**config.mk**
```make
export PLATFORM = sky130hd
export DESIGN_NAME = fft_stage_sequencer
export DESIGN_NICKNAME = d
export VERILOG_FILES = /design/src/rtl/fft_stage_sequencer.sv
export SDC_FILE = /design/constraint.sdc
export NUM_CORES = 1
export LEC_CHECK = 0
export CORE_AREA = 4 4 54 56
export CTS_CLUSTER_DIAMETER = 100
export DETAILED_ROUTE_END_ITERATION = 7
export DIE_AREA = 0 0 58 60
export PLACE_DENSITY_LB_ADDON = 0.3
export SLEW_MARGIN = 20
export SYNTH_ARGS = -nofsm -noshare
export SYNTH_HDL_FRONTEND = slang
export SYNTH_SLANG_ARGS = --single-unit
```
**constraint.sdc**
```tcl
create_clock -name clk -period 2.3 [get_ports clk]
set_input_delay 0.23 -clock clk [delete_from_list [all_inputs] [get_ports clk]]
set_output_delay 0.23 -clock clk [all_outputs]
set_load 0.05 [all_outputs]
```
**src/rtl/fft_stage_sequencer.sv**
```systemverilog
// Run sequencer for one FFT: sample load, SIZE butterfly stages, bit-reversed readout.
// Every output is a flop decoded from the next state, so pulses align exactly with their state.
module fft_stage_sequencer #(
  parameter int N       = 16,
  parameter int SIZE    = 4,
  parameter int STG_W   = 2,
  parameter int TIMEOUT = 4096
) (
  input  logic             clk,
  input  logic             rst,
  input  logic             start_fft,
  input  logic             load_done,
  input  logic             stage_done,
  input  logic             out_done,
  output logic             load_req,
  output logic             start_stage,
  output logic [STG_W-1:0] stage_idx,
  output logic             start_out,
  output logic             busy,
  output logic             done_o,
  output logic             err_o
);

  typedef enum logic [2:0] {
    S_IDLE     = 3'd0,
    S_LOAD     = 3'd1,
    S_STG_GO   = 3'd2,
    S_STG_WAIT = 3'd3,
    S_OUT_GO   = 3'd4,
    S_OUT_WAIT = 3'd5,
    S_DONE     = 3'd6
  } state_t;

  // Stage count never exceeds log2(N), so a mis-set SIZE cannot run past the data.
  localparam int STAGES = (SIZE < $clog2(N)) ? SIZE : $clog2(N);
  localparam logic [STG_W-1:0] LAST_STG = STG_W'(STAGES - 1);
  localparam int WD_W = (TIMEOUT > 1) ? $clog2(TIMEOUT) : 1;
  localparam logic [WD_W-1:0] WD_LAST = (TIMEOUT > 0) ? WD_W'(TIMEOUT - 1) : '0;
  localparam bit WD_EN = (TIMEOUT > 0);

  state_t           state_q, state_d;
  logic [STG_W-1:0] stage_idx_q, stage_idx_d;
  logic [WD_W-1:0]  wd_q, wd_d, wd_step;
  logic             wd_expired;
  logic             err_d;
  logic             load_req_q, start_stage_q, start_out_q, busy_q, done_q, err_q;

  assign wd_expired = WD_EN && (wd_q == WD_LAST);
  assign wd_step    = WD_EN ? (wd_q + WD_W'(1)) : '0;

  always_comb begin
    state_d     = state_q;
    stage_idx_d = stage_idx_q;
    wd_d        = wd_q;
    err_d       = 1'b0;
    case (state_q)
      S_IDLE: begin
        if (start_fft) begin
          state_d     = S_LOAD;
          stage_idx_d = '0;
          wd_d        = '0;
        end else begin
          state_d = S_IDLE;
        end
      end
      S_LOAD: begin
        // The awaited input is tested before expiry so it wins on the last cycle.
        if (load_done) begin
          state_d = S_STG_GO;
        end else if (wd_expired) begin
          state_d = S_IDLE;
          err_d   = 1'b1;
        end else begin
          wd_d = wd_step;
        end
      end
      S_STG_GO: begin
        state_d = S_STG_WAIT;
        wd_d    = '0;
      end
      S_STG_WAIT: begin
        if (stage_done) begin
          if (stage_idx_q == LAST_STG) begin
            state_d = S_OUT_GO;
          end else begin
            state_d     = S_STG_GO;
            stage_idx_d = stage_idx_q + STG_W'(1);
          end
        end else if (wd_expired) begin
          state_d = S_IDLE;
          err_d   = 1'b1;
        end else begin
          wd_d = wd_step;
        end
      end
      S_OUT_GO: begin
        state_d = S_OUT_WAIT;
        wd_d    = '0;
      end
      S_OUT_WAIT: begin
        if (out_done) begin
          state_d = S_DONE;
        end else if (wd_expired) begin
          state_d = S_IDLE;
          err_d   = 1'b1;
        end else begin
          wd_d = wd_step;
        end
      end
      S_DONE: begin
        state_d = S_IDLE;
      end
      default: begin
        state_d     = S_IDLE;
        stage_idx_d = '0;
        wd_d        = '0;
      end
    endcase
  end

  always_ff @(posedge clk or posedge rst) begin
    if (rst) begin
      state_q       <= S_IDLE;
      stage_idx_q   <= '0;
      wd_q          <= '0;
      load_req_q    <= 1'b0;
      start_stage_q <= 1'b0;
      start_out_q   <= 1'b0;
      busy_q        <= 1'b0;
      done_q        <= 1'b0;
      err_q         <= 1'b0;
    end else begin
      state_q       <= state_d;
      stage_idx_q   <= stage_idx_d;
      wd_q          <= wd_d;
      load_req_q    <= (state_d == S_LOAD);
      start_stage_q <= (state_d == S_STG_GO);
      start_out_q   <= (state_d == S_OUT_GO);
      busy_q        <= (state_d != S_IDLE);
      done_q        <= (state_d == S_DONE);
      err_q         <= err_d;
    end
  end

  assign load_req    = load_req_q;
  assign start_stage = start_stage_q;
  assign stage_idx   = stage_idx_q;
  assign start_out   = start_out_q;
  assign busy        = busy_q;
  assign done_o      = done_q;
  assign err_o       = err_q;

endmodule
```
## Word level (Yosys, flattened, before mapping)

Index checks and enable logic that the tools add are counted.
W data, S select, Z words.

- Add/subtract/negate cells: 2
- Equal/unequal tests: 18
- Muxes and demuxes: 22
- Bitwise logic cells: 2
- Reductions and logical operators: 5

Operator list:

| operator | count |
|---|---|
| $mux W12 | 5 |
| $pmux W12 S5 | 1 |
| $pmux W3 S6 | 1 |
| $eq A3 B3 Y1 const B | 5 |
| $mux W3 | 5 |
| $add A12 B1 Y12 const B | 1 |
| $eq A12 B12 Y1 const B | 1 |
| $ne A2 B2 Y1 const B | 6 |
| $eq A3 B2 Y1 const B | 3 |
| $eq A3 B1 Y1 const B | 2 |
| $mux W2 | 3 |
| $pmux W2 S3 | 1 |
| $mux W1 | 5 |
| $reduce_and A5 Y1 | 1 |
| $reduce_or A5 Y1 | 1 |
| $reduce_and A4 Y1 | 1 |
| $logic_not A3 Y1 | 1 |
| $pmux W1 S3 | 1 |
| $reduce_bool A3 Y1 | 1 |
| $add A2 B1 Y2 const B | 1 |
| $eq A2 B2 Y1 const B | 1 |
| $not A1 Y1 | 2 |

- Register bits after elaboration: 23
- Output and inout bits: 8

## Logic depth before layout (Yosys ltp)

Gate-level depths: netlist (run 1).

- Depth after elaboration: 5
- Depth in mapped cells: 7
- Depth with buffers taken out: 6

## Least setup slack after synthesis (run 1)

OpenSTA, ideal clock, no wires.

- Kind: reg-to-reg
- Start point: register state_q[2]
- End point: register wd_q[10]
- Setup time: 74 ps
- Arrival time: 1975 ps
- Data required time: 2226 ps
- Path slack: 251 ps
- Cell stages (with the launch flop): 7
- Clock period less this slack: 2049 ps
- Cells stage by stage: dfrtp_1 and4b_4 a311o_1 or2_0 buf_6 or4_4 a21oi_2

- Word-level cells in the longest chain between the ends: 3
- Elaborated cells on any way between the ends: 12
- Classes of those cells: eq/ne (8); mux (1); bitwise (1); reduce/logical (2)

RTL lines:

| element | RTL line | source |
|---|---|---|
| start, declared | 41 | `state_t state_q, state_d;` |
| start signal, assigned | 133 | `state_q <= state_d;` |
| $eq A3 B3 Y1, or another cell as far along | 56 | `case (state_q)` |
| $ne A2 B2 Y1 (no source line) or $not A1 Y1 (tied branches) | -- |  |
| $reduce_and A5 Y1 (no source line) | -- |  |
| end signal, assigned | 135 | `wd_q <= wd_d;` |
| end, declared | 43 | `logic [WD_W-1:0] wd_q, wd_d, wd_step;` |

Parallel ways exist; a longest one is shown, timed or not.
A chain may end at the register's enable or synchronous reset.

## Worst setup path after layout (run 1)

- Start point: register wd_q[0]
- End point: register busy_q, in the netlist busy

- Word-level cells in the longest chain between the ends: 5
- Elaborated cells on any way between the ends: 7
- Classes of those cells: eq/ne (1); mux (5); reduce/logical (1)

RTL lines:

| element | RTL line | source |
|---|---|---|
| $eq A12 B12 Y1 (*) | 48 | `assign wd_expired = WD_EN && (wd_q == WD_LAST);` |
| $mux W3 (*) | 70, 89, 103 |  |
| $mux W3 (on tied branches) | 101, 68, 82 |  |
| $pmux W3 S6 (*) | 56 |  |
| $reduce_bool A3 Y1 (*) | 139 | `busy_q <= (state_d != S_IDLE);` |
| end signal, assigned | 139 |  |
| end, declared | 46 | `logic load_req_q, start_stage_q, start_out_q, busy_q, done_q, err_q;` |

Every way passes the cells marked *; elsewhere a longest branch is shown, timed or not.

==> impl_results.html, run 1 <==
<table>
<tr><th>Metric</th><th>Value</th></tr>
<tr><th colspan="2">Status</th></tr>
<tr><td>Result of the run</td><td>complete, no violations</td></tr>
<tr><th colspan="2">Cells and area</th></tr>
<tr><td>Share of layout cells above drive strength 1</td><td>between 10% and 20%</td></tr>
<tr><td>NumNets Final</td><td>around 170</td></tr>
<tr><td>Final core utilization</td><td>between 60% and 70%</td></tr>
<tr><td>Filler cells</td><td>just under 200</td></tr>
<tr><td>Finished Layout Cells</td><td>~190</td></tr>
<tr><td>Multi-input gate area</td><td>around 640 µm²</td></tr>
<tr><td>Growth of design area from synthesis to finish</td><td>22.2%</td></tr>
<tr><td>Total area of sequential cells</td><td>around 580 µm²</td></tr>
<tr><td>Post-route design area</td><td>1540 µm²</td></tr>
<tr><td>Number of antenna repair diodes</td><td>0</td></tr>
<tr><th colspan="2">Clock tree</th></tr>
<tr><td>Clock tree from TritonCTS</td><td>built</td></tr>
<tr><td>H-tree Lvls</td><td>1</td></tr>
<tr><td>Number of buffers inserted during clock tree synthesis</td><td>3</td></tr>
<tr><td>Resize count post-CTS</td><td>0</td></tr>
<tr><td>Hold Buf Count CTS</td><td>0</td></tr>
<tr><td>Num Clock Sinks</td><td>23</td></tr>
<tr><td>Clock latency on the worst-skew pair</td><td>roughly 300 ps</td></tr>
<tr><td>Number of setup buffers added after CTS</td><td>0</td></tr>
<tr><td>Max Root-Sink Buffers</td><td>2</td></tr>
<tr><td>Cell at the root of the clock tree</td><td>sky130_fd_sc_hd__clkbuf_4</td></tr>
<tr><td>Reg clk slew, reported paths</td><td>about 120 ps</td></tr>
<tr><th colspan="2">Place</th></tr>
<tr><td>Placed instance count</td><td>~180</td></tr>
<tr><td>Half-perimeter wire length after detailed placement</td><td>between 2000 and 2500 µm</td></tr>
<tr><td>Cell area reported after detailed placement</td><td>between 1500 and 2000 µm²</td></tr>
<tr><td>Number of I/O port buffers</td><td>13</td></tr>
<tr><td>Routability cong.</td><td>around 0.88</td></tr>
<tr><th colspan="2">Die</th></tr>
<tr><td>Chip height</td><td>60 µm</td></tr>
<tr><td>Std-Cell Rows</td><td>18</td></tr>
<tr><td>Ports</td><td>14</td></tr>
<tr><td>Initial cell density of the core</td><td>51.8%</td></tr>
<tr><td>Core outline area</td><td>2430 µm²</td></tr>
<tr><td>Die Area</td><td>3480 µm²</td></tr>
<tr><td>Die width</td><td>58 µm</td></tr>
<tr><th colspan="2">Detailed routing</th></tr>
<tr><td>Highest routed layer</td><td>met4</td></tr>
<tr><td>Total length of routed wires</td><td>about 2800 µm</td></tr>
<tr><td>Number of search-and-repair iterations in the first detailed-routing pass</td><td>4</td></tr>
<tr><td>Detailed-routing wirelength on met1</td><td>about 1300 µm</td></tr>
<tr><td>Number of DRC markers after the initial detailed-route iteration</td><td>50</td></tr>
<tr><td>DRC violations left</td><td>0</td></tr>
<tr><td>Met3 wirelength from detailed routing</td><td>~150 µm</td></tr>
<tr><td>Mean routed wirelength per cell</td><td>between 10 and 15 µm</td></tr>
<tr><td>Final ANT Viol Nets</td><td>0</td></tr>
<tr><td>Number of vias in the routed layout</td><td>between 1,000 and 1,500</td></tr>
<tr><td>Met2 wire length</td><td>1360 µm</td></tr>
<tr><td>Vias per cell</td><td>around 6.0</td></tr>
<tr><th colspan="2">Timing</th></tr>
<tr><td>Number of endpoints with negative hold slack in the final report</td><td>0</td></tr>
<tr><td>Final critical delay including setup and external delays</td><td>2080 ps</td></tr>
<tr><td>Setup repair after global routing missed its margin</td><td>no</td></tr>
<tr><td>Setup tns final</td><td>0 ps</td></tr>
<tr><td>Setup skew after layout</td><td>around 1.0 ps</td></tr>
<tr><td>Worst Max-Slew Pin Slew</td><td>506 ps</td></tr>
<tr><td>Final Cycle Share</td><td>between 90% and 100%</td></tr>
<tr><td>Max Freq</td><td>approximately 480 MHz</td></tr>
<tr><td>Number of endpoints failing setup at the final stage</td><td>0</td></tr>
<tr><td>Max Slew Vio Count</td><td>0</td></tr>
<tr><td>Relative max-transition margin</td><td>between 60% and 70%</td></tr>
<tr><th colspan="2">Global routing</th></tr>
<tr><td>Global-route usage over all layers</td><td>18.2%</td></tr>
<tr><td>Global route overflow</td><td>0</td></tr>
<tr><td>Global-route wire length before repair</td><td>4910 µm</td></tr>
<tr><td>Vias in the first global route</td><td>around 1,100</td></tr>
<tr><td>Pin count of the biggest net entering global routing</td><td>24</td></tr>
<tr><td>Antenna violations before repair</td><td>0</td></tr>
<tr><th colspan="2">Worst setup path</th></tr>
<tr><td>Max incr delay on CP</td><td>420 ps</td></tr>
<tr><td>List of cells traversed by the critical path</td><td>ha_1 -&gt; nand3_1 -&gt; nor3_1 -&gt; buf_4 -&gt; nor4_1 -&gt; nor3_1 -&gt; or3b_1</td></tr>
<tr><td>Worst-case reg-to-reg path depth</td><td>7</td></tr>
<tr><td>Cell at the slowest stage of the critical path</td><td>sky130_fd_sc_hd__dfrtp_1</td></tr>
<tr><td>Critical Path Most Common Cell</td><td>sky130_fd_sc_hd__nor3_1</td></tr>
<tr><td>Crit path arrival time</td><td>about 2300 ps</td></tr>
<tr><td>Worst-path fanout max</td><td>4</td></tr>
<tr><td>Nature of the critical path startpoint</td><td>flop</td></tr>
<tr><td>Required time at the endpoint of the critical path</td><td>roughly 2500 ps</td></tr>
<tr><td>Class of the most critical setup path</td><td>reg -&gt; reg</td></tr>
<tr><td>Type of element capturing the critical path</td><td>flop</td></tr>
<tr><th colspan="2">Logic synthesis</th></tr>
<tr><td>Syn avg cell area</td><td>between 9 and 10 µm²</td></tr>
<tr><td>Top cells by area, synth</td><td>sky130_fd_sc_hd__dfrtp_1 46%, sky130_fd_sc_hd__a21oi_1 3.2%, sky130_fd_sc_hd__nand3_1 2.8%</td></tr>
<tr><td>Sequential-to-total area share from yosys stat</td><td>a little under half</td></tr>
<tr><td>Yosys Warn Count</td><td>0</td></tr>
<tr><td>Area share of the leading cell type in the synthesized netlist</td><td>45.7%</td></tr>
<tr><td>Flop and latch count out of synthesis</td><td>23</td></tr>
<tr><td>Net count of the mapped netlist</td><td>136</td></tr>
<tr><td>Synthesized netlist cell count</td><td>128</td></tr>
<tr><td>Async set-reset flop share out of synthesis</td><td>between 90% and 100%</td></tr>
<tr><td>Area of the mapped netlist</td><td>1260 µm²</td></tr>
<tr><td>Commonest register cell after synthesis</td><td>sky130_fd_sc_hd__dfrtp_1</td></tr>
<tr><td>Count of cell types in the netlist</td><td>46</td></tr>
<tr><td>Cell accounting for the most synthesized area</td><td>sky130_fd_sc_hd__dfrtp_1</td></tr>
<tr><td>EDFF count, synth</td><td>0</td></tr>
<tr><th colspan="2">Worst hold path</th></tr>
<tr><td>Classification of the worst-slack hold path</td><td>in -&gt; async</td></tr>
<tr><th colspan="2">Job</th></tr>
<tr><td>Max Cap Violations</td><td>0</td></tr>
<tr><th colspan="2">Power and ir drop</th></tr>
<tr><td>Leak pwr</td><td>just under 0.7 nW</td></tr>
<tr><td>Maximum resistive drop on vdd</td><td>around 0.00089 V</td></tr>
<tr><td>Power per cell area</td><td>slightly above 1000 nW/µm²</td></tr>
</table>
[logic make-up (layout without fill, tap and decap cells)]
group	Yosys count	count (layout)	synth area share (%)
AOI/OAI and AO/OA	26	26	13.9
xor gates and xnor gates	3	3	2.09
adders and majority gates	2	2	1.99
buffers and inverters	8	36	3.28
DFF	23	23	45.7
muxes	3	3	2.48
and+or+nand+nor	63	63	30.6
[final timing paths]
kind | startpoint | to | slack [ps]
worst max-delay path | wd_q[0]$_DFFE_PP0P_ | busy$_DFF_PP0_ | 220
worst min-delay path | rst | wd_q[11]$_DFFE_PP0P_ | 250
worst max register to register | wd_q[0]$_DFFE_PP0P_ | busy$_DFF_PP0_ | 220
worst min register to register | stage_idx[0]$_DFFE_PP0P_ | stage_idx[0]$_DFFE_PP0P_ | 540
max in group asynchronous | rst | wd_q[5]$_DFFE_PP0P_ | 1820
min in group clk | stage_idx[0]$_DFFE_PP0P_ | stage_idx[0]$_DFFE_PP0P_ | 540
[report_power, final]
group          switching [mW]  internal [mW]  total [mW]
combinational           0.482          0.364       0.846
sequential             0.0811          0.486       0.567
clock                   0.117         0.0675       0.184
total                   0.680          0.918        1.60
[final cells by class]
class                   count  area share [%]
repair buffers             28            15.8
clock buffers               4            1.71
flip-flops and latches     23            37.4
multi-input cells          97            41.8
inverters                   4           0.975
well taps                  30            2.44
[layer usage]
metal | GRT usage [%] | up-vias
li1 | - | 538
met1 | 24.8 | 554
met2 | 30.2 | 31
met3 | 3.02 | 2
met4 | 4.64 | 0
met5 | 0 | -
[state kept, by name, summed over array words and instances, names as in the netlist]
register / flops
start_stage: 1
state_q: 3
load_req: 1
stage_idx: 2
done_o: 1
busy: 1
wd_q: 12
err_o: 1
start_out: 1
[critical path: cells and delay by family, from the launching register on]
kind                       cells  cell delay (ps)
DFF                            1              420
buffers and inverters          1              180
and+or+nand+nor                5             1110
adders and majority gates      1              240
[layout by cell type, fill, tap and decap left out, types with 2 or more instances in the layout]
master,instances
sky130_fd_sc_hd__a21oi_1,8
sky130_fd_sc_hd__a31oi_1,2
sky130_fd_sc_hd__and3_1,4
sky130_fd_sc_hd__buf_4,15
sky130_fd_sc_hd__clkbuf_4,3
sky130_fd_sc_hd__clkdlybuf4s50_1,13
sky130_fd_sc_hd__dfrtp_1,23
sky130_fd_sc_hd__ha_1,2
sky130_fd_sc_hd__inv_1,4
sky130_fd_sc_hd__mux2i_1,2
sky130_fd_sc_hd__nand2_1,6
sky130_fd_sc_hd__nand2b_1,3
sky130_fd_sc_hd__nand3_1,7
sky130_fd_sc_hd__nand4_1,5
sky130_fd_sc_hd__nor2_1,9
sky130_fd_sc_hd__nor3_1,5
sky130_fd_sc_hd__nor4_1,3
sky130_fd_sc_hd__o21ai_0,4
sky130_fd_sc_hd__o22a_1,2
sky130_fd_sc_hd__o31ai_1,2
sky130_fd_sc_hd__o41ai_1,2
sky130_fd_sc_hd__or2_2,3
sky130_fd_sc_hd__or3_1,3
sky130_fd_sc_hd__xnor2_1,3
[synth_stat cells, types with 2 or more instances]
cell / number
sky130_fd_sc_hd__o41ai_1: 2
sky130_fd_sc_hd__nor4_1: 3
sky130_fd_sc_hd__or3_1: 3
sky130_fd_sc_hd__o22a_1: 2
sky130_fd_sc_hd__mux2i_1: 2
sky130_fd_sc_hd__o31ai_1: 2
sky130_fd_sc_hd__ha_1: 2
sky130_fd_sc_hd__o21ai_0: 4
sky130_fd_sc_hd__nand2b_1: 3
sky130_fd_sc_hd__a31oi_1: 2
sky130_fd_sc_hd__and3_1: 4
sky130_fd_sc_hd__nor2_1: 9
sky130_fd_sc_hd__a21oi_1: 8
sky130_fd_sc_hd__nand3_1: 7
sky130_fd_sc_hd__xnor2_1: 3
sky130_fd_sc_hd__clkbuf_1: 2
sky130_fd_sc_hd__nor3_1: 5
sky130_fd_sc_hd__or2_2: 3
sky130_fd_sc_hd__inv_1: 4
sky130_fd_sc_hd__dfrtp_1: 23
sky130_fd_sc_hd__nand2_1: 6
sky130_fd_sc_hd__nand4_1: 5
[metrics by stage]
stage | setup slack, ps | power, mW | hold slack [ps]
after floorplan | 251 | 1.12 | 232
after global placement | 70.3 | 1.38 | 502
after detailed placement | 9.38 | 1.42 | 525
after CTS | 193 | 1.60 | 270
after global routing | 73.7 | 1.72 | 275
final | 225 | 1.60 | 254
No activity file was read; power rests on OpenSTA's default activity.
==> inputs of run 2 (changes only) <==
- CAP_MARGIN: unset -> 20
- CORE_AREA: 4 4 54 56 -> 4 4 53 55
- CTS_BUF_LIST: unset -> sky130_fd_sc_hd__clkbuf_2
- DIE_AREA: 0 0 58 60 -> 0 0 57 59
- MAX_ROUTING_LAYER: unset -> met4
==> run 2 against run 1 <==
Core utilization up 0.93 points; worst hold slack got worse by 33 ps; sequential share of layout area grew 0.15 points; via count fell by 3.5%; maximum frequency fell by 4.4%; non-clock buffer count unchanged; largest power group unchanged; critical path type unchanged; combinational power down 2%; highest routed layer unchanged; flip-flop and latch count unchanged; clock skew is essentially flat.
==> impl_results.html, run 2 (synthesis gave the netlist of run 1 again) <==
<table>
<tr><th>Metric</th><th>Value</th></tr>
<tr><th colspan="2">Status</th></tr>
<tr><td>Result of the run</td><td>complete, no violations</td></tr>
<tr><th colspan="2">Cells and area</th></tr>
<tr><td>Leading cell types in the layout, fill and taps excluded</td><td>23 x sky130_fd_sc_hd__dfrtp_1, 15 x sky130_fd_sc_hd__buf_4, 13 x sky130_fd_sc_hd__clkdlybuf4s50_1</td></tr>
<tr><td>Post-route design area</td><td>1530 µm² (-0.41%)</td></tr>
<tr><td>Multi-input gate area</td><td>643 µm² (unchanged)</td></tr>
<tr><td>Register bank with the most flops</td><td>wd_q</td></tr>
<tr><td>Commonest non-fill, non-tap cell in the layout</td><td>sky130_fd_sc_hd__dfrtp_1</td></tr>
<tr><td>Number of antenna repair diodes</td><td>0 (unchanged)</td></tr>
<tr><td>Max FFs per register</td><td>12 (unchanged)</td></tr>
<tr><td>Growth of design area from synthesis to finish</td><td>21.7%</td></tr>
<tr><td>Filler cells</td><td>212 (+8.2%)</td></tr>
<tr><td>Total area of sequential cells</td><td>576 µm² (unchanged)</td></tr>
<tr><td>NumNets Final</td><td>165 (unchanged)</td></tr>
<tr><td>Share of layout cells above drive strength 1</td><td>19.2% (+0.64 points)</td></tr>
<tr><th colspan="2">Global routing</th></tr>
<tr><td>Antenna violations before repair</td><td>0 (unchanged)</td></tr>
<tr><td>Global-route usage over all layers</td><td>17.8% (-0.39 points)</td></tr>
<tr><td>Vias in the first global route</td><td>1,035 (-3.7%)</td></tr>
<tr><td>Pin count of the biggest net entering global routing</td><td>24 (unchanged)</td></tr>
<tr><td>Global-route wire length before repair</td><td>4600 µm (-6.3%)</td></tr>
<tr><td>Global route overflow</td><td>0 (unchanged)</td></tr>
<tr><th colspan="2">Worst setup path</th></tr>
<tr><td>List of cells traversed by the critical path</td><td>and4b_4 -&gt; a311o_1 -&gt; or2_0 -&gt; buf_4 -&gt; o41ai_1 -&gt; a21oi_1</td></tr>
<tr><td>Class of the most critical setup path</td><td>reg -&gt; reg</td></tr>
<tr><td>Crit path depth</td><td>6 (-1)</td></tr>
<tr><td>Buffers plus inverters on the worst setup path</td><td>1 (unchanged)</td></tr>
<tr><td>Endpoint of the lowest-slack register-to-register path</td><td>wd_q[7]$_DFFE_PP0P_</td></tr>
<tr><td>Max incr delay on CP</td><td>500 ps (+80 ps)</td></tr>
<tr><td>Nature of the critical path startpoint</td><td>flop</td></tr>
<tr><td>Worst-case reg-to-reg path depth</td><td>6 (-1)</td></tr>
<tr><td>Crit path capture</td><td>wd_q[7]$_DFFE_PP0P_</td></tr>
<tr><td>FF-to-FF setup slack</td><td>130 ps (-100 ps)</td></tr>
<tr><td>Worst-path fanout max</td><td>9 (+5)</td></tr>
<tr><td>Crit path arrival time</td><td>2370 ps (+100 ps)</td></tr>
<tr><td>Cell at the slowest stage of the critical path</td><td>sky130_fd_sc_hd__dfrtp_1</td></tr>
<tr><td>Type of element capturing the critical path</td><td>flop</td></tr>
<tr><td>Timing startpoint of the critical path</td><td>state_q[1]$_DFF_PP0_</td></tr>
<tr><td>Gate family responsible for the most delay along the worst path</td><td>compound AO/OA/AOI/OAI gates</td></tr>
<tr><td>R2r startpoint</td><td>state_q[1]$_DFF_PP0_</td></tr>
<tr><td>Required time at the endpoint of the critical path</td><td>2500 ps (about the same)</td></tr>
<tr><th colspan="2">Place</th></tr>
<tr><td>Cell area reported after detailed placement</td><td>1510 µm² (unchanged)</td></tr>
<tr><td>Half-perimeter wire length after detailed placement</td><td>2060 µm (-1.9%)</td></tr>
<tr><td>Number of I/O port buffers</td><td>13 (unchanged)</td></tr>
<tr><td>Routability cong.</td><td>0.899 (+1.6%)</td></tr>
<tr><th colspan="2">Clock tree</th></tr>
<tr><td>Reg clk slew, reported paths</td><td>190 ps (+70 ps)</td></tr>
<tr><td>Hold Buf Count CTS</td><td>0 (unchanged)</td></tr>
<tr><td>H-tree Lvls</td><td>1 (unchanged)</td></tr>
<tr><td>Number of setup buffers added after CTS</td><td>0 (unchanged)</td></tr>
<tr><td>Cell at the root of the clock tree</td><td>sky130_fd_sc_hd__clkbuf_2</td></tr>
<tr><td>Clock latency on the worst-skew pair</td><td>300 ps (about the same)</td></tr>
<tr><td>Num Clock Sinks</td><td>23 (unchanged)</td></tr>
<tr><td>Number of buffers inserted during clock tree synthesis</td><td>3 (unchanged)</td></tr>
<tr><td>Max Root-Sink Buffers</td><td>2 (unchanged)</td></tr>
<tr><td>Resize count post-CTS</td><td>0 (unchanged)</td></tr>
<tr><td>Clock tree from TritonCTS</td><td>built</td></tr>
<tr><th colspan="2">Timing</th></tr>
<tr><td>Relative max-transition margin</td><td>63.3% (-2.9 points)</td></tr>
<tr><td>Final critical delay including setup and external delays</td><td>2170 ps (+96.4 ps)</td></tr>
<tr><td>Number of endpoints with negative hold slack in the final report</td><td>0 (unchanged)</td></tr>
<tr><td>Number of endpoints failing setup at the final stage</td><td>0 (unchanged)</td></tr>
<tr><td>Max Freq</td><td>460 MHz (-4.4%)</td></tr>
<tr><td>Worst Max-Slew Pin Slew</td><td>546 ps (+40.1 ps)</td></tr>
<tr><td>Final Cycle Share</td><td>94.4% (+4.2 points)</td></tr>
<tr><td>Max Slew Vio Count</td><td>0 (unchanged)</td></tr>
<tr><td>Worst hold slack across all endpoints</td><td>222 ps (-32.6 ps)</td></tr>
<tr><td>Setup skew after layout</td><td>0.760 ps (-0.258 ps)</td></tr>
<tr><td>Setup repair after global routing missed its margin</td><td>no</td></tr>
<tr><th colspan="2">Die</th></tr>
<tr><td>Ports</td><td>14 (unchanged)</td></tr>
<tr><td>Chip height</td><td>59 µm (-1.7%)</td></tr>
<tr><td>Initial cell density of the core</td><td>52.8% (+0.98 points)</td></tr>
<tr><td>Std-Cell Rows</td><td>18 (unchanged)</td></tr>
<tr><td>Die Area</td><td>3360 µm² (-3.4%)</td></tr>
<tr><td>Die width</td><td>57 µm (-1.7%)</td></tr>
<tr><td>Core outline area</td><td>2390 µm² (-1.9%)</td></tr>
<tr><th colspan="2">Detailed routing</th></tr>
<tr><td>Number of vias in the routed layout</td><td>1,086 (-3.5%)</td></tr>
<tr><td>Number of DRC markers after the initial detailed-route iteration</td><td>19 (-62%)</td></tr>
<tr><td>Final ANT Viol Nets</td><td>0 (unchanged)</td></tr>
<tr><td>DRC violations left</td><td>0 (unchanged)</td></tr>
<tr><td>Vias per cell</td><td>5.84 (-3.5%)</td></tr>
<tr><td>Number of search-and-repair iterations in the first detailed-routing pass</td><td>4 (unchanged)</td></tr>
<tr><td>Mean routed wirelength per cell</td><td>14.0 µm (-6.5%)</td></tr>
<tr><td>Total length of routed wires</td><td>2600 µm (-6.5%)</td></tr>
<tr><th colspan="2">Worst hold path</th></tr>
<tr><td>Classification of the worst-slack hold path</td><td>in -&gt; async</td></tr>
<tr><th colspan="2">Power and ir drop</th></tr>
<tr><td>Power Total</td><td>1.55 mW (-2.9%)</td></tr>
<tr><td>Leak pwr</td><td>0.677 nW (+0.15%)</td></tr>
<tr><td>Power per cell area</td><td>1010 nW/µm² (-2.5%)</td></tr>
<tr><td>Maximum resistive drop on vdd</td><td>0.000915 V (+3.0%)</td></tr>
<tr><th colspan="2">Job</th></tr>
<tr><td>Max Cap Violations</td><td>0 (unchanged)</td></tr>
</table>
[run 2: cell count changes in the layout (fill, tap and decap cells not counted)]
cell	delta
sky130_fd_sc_hd__clkbuf_2	+4
sky130_fd_sc_hd__clkbuf_4	-3
sky130_fd_sc_hd__clkbuf_1	-1
[run 2: worst min-delay path by stage]
stage	start	end	slack (ps)	cells after the start
finish	rst	wd_q[8]$_DFFE_PP0P_	220	3
global route	rst	wd_q[9]$_DFFE_PP0P_	210	3
CTS	rst	wd_q[3]$_DFFE_PP0P_	210	3
detailed placement	stage_idx[0]$_DFFE_PP0P_	stage_idx[0]$_DFFE_PP0P_	520	1
global placement	stage_idx[1]$_DFFE_PP0P_	stage_idx[1]$_DFFE_PP0P_	500	1
floorplan	rst	busy$_DFF_PP0_	230	1
[run 2: through the flow]
stage          utilization [%]  cells  setup TNS (ps)  setup slack, ps
2_1_floorplan                -    128               0              251
3_3_place_gp              63.4    182               0             77.1
4_1_cts                   64.3    186               0              139
5_1_grt                   64.3    186               0            0.418
3_5_place_dp              63.4    182           -2.31            -2.31
6_report                  64.3    186               0              128
[run 2: power breakdown]
group,switching [mW],leakage (nW),internal (mW),total (mW)
clock,0.107,0.0166,0.0461,0.153
combinational,0.464,0.358,0.363,0.827
sequential,0.0851,0.303,0.486,0.571
[run 2: cell type report]
type / count / area share (%)
Sequential cell: 23 / 37.5
Clock buffer: 4 / 1.31
Multi-Input combinational cell: 97 / 41.9
Timing Repair Buffer: 28 / 15.8
Tap cell: 30 / 2.45
Inverter: 4 / 0.979
[run 2: routing by layer]
| layer | wire (µm) | global-route usage [%] |
|---|---|---|
| met4 | 16 | 6.29 |
| met2 | 1360 | 30.5 |
| met1 | 1150 | 21.9 |
| met3 | 72 | 1.96 |
| met5 | 0 | - |
[run 2: tightest hold or removal path, delay by kind of cell]
family	cells	cell delay [ps]
buf+inv	3	720
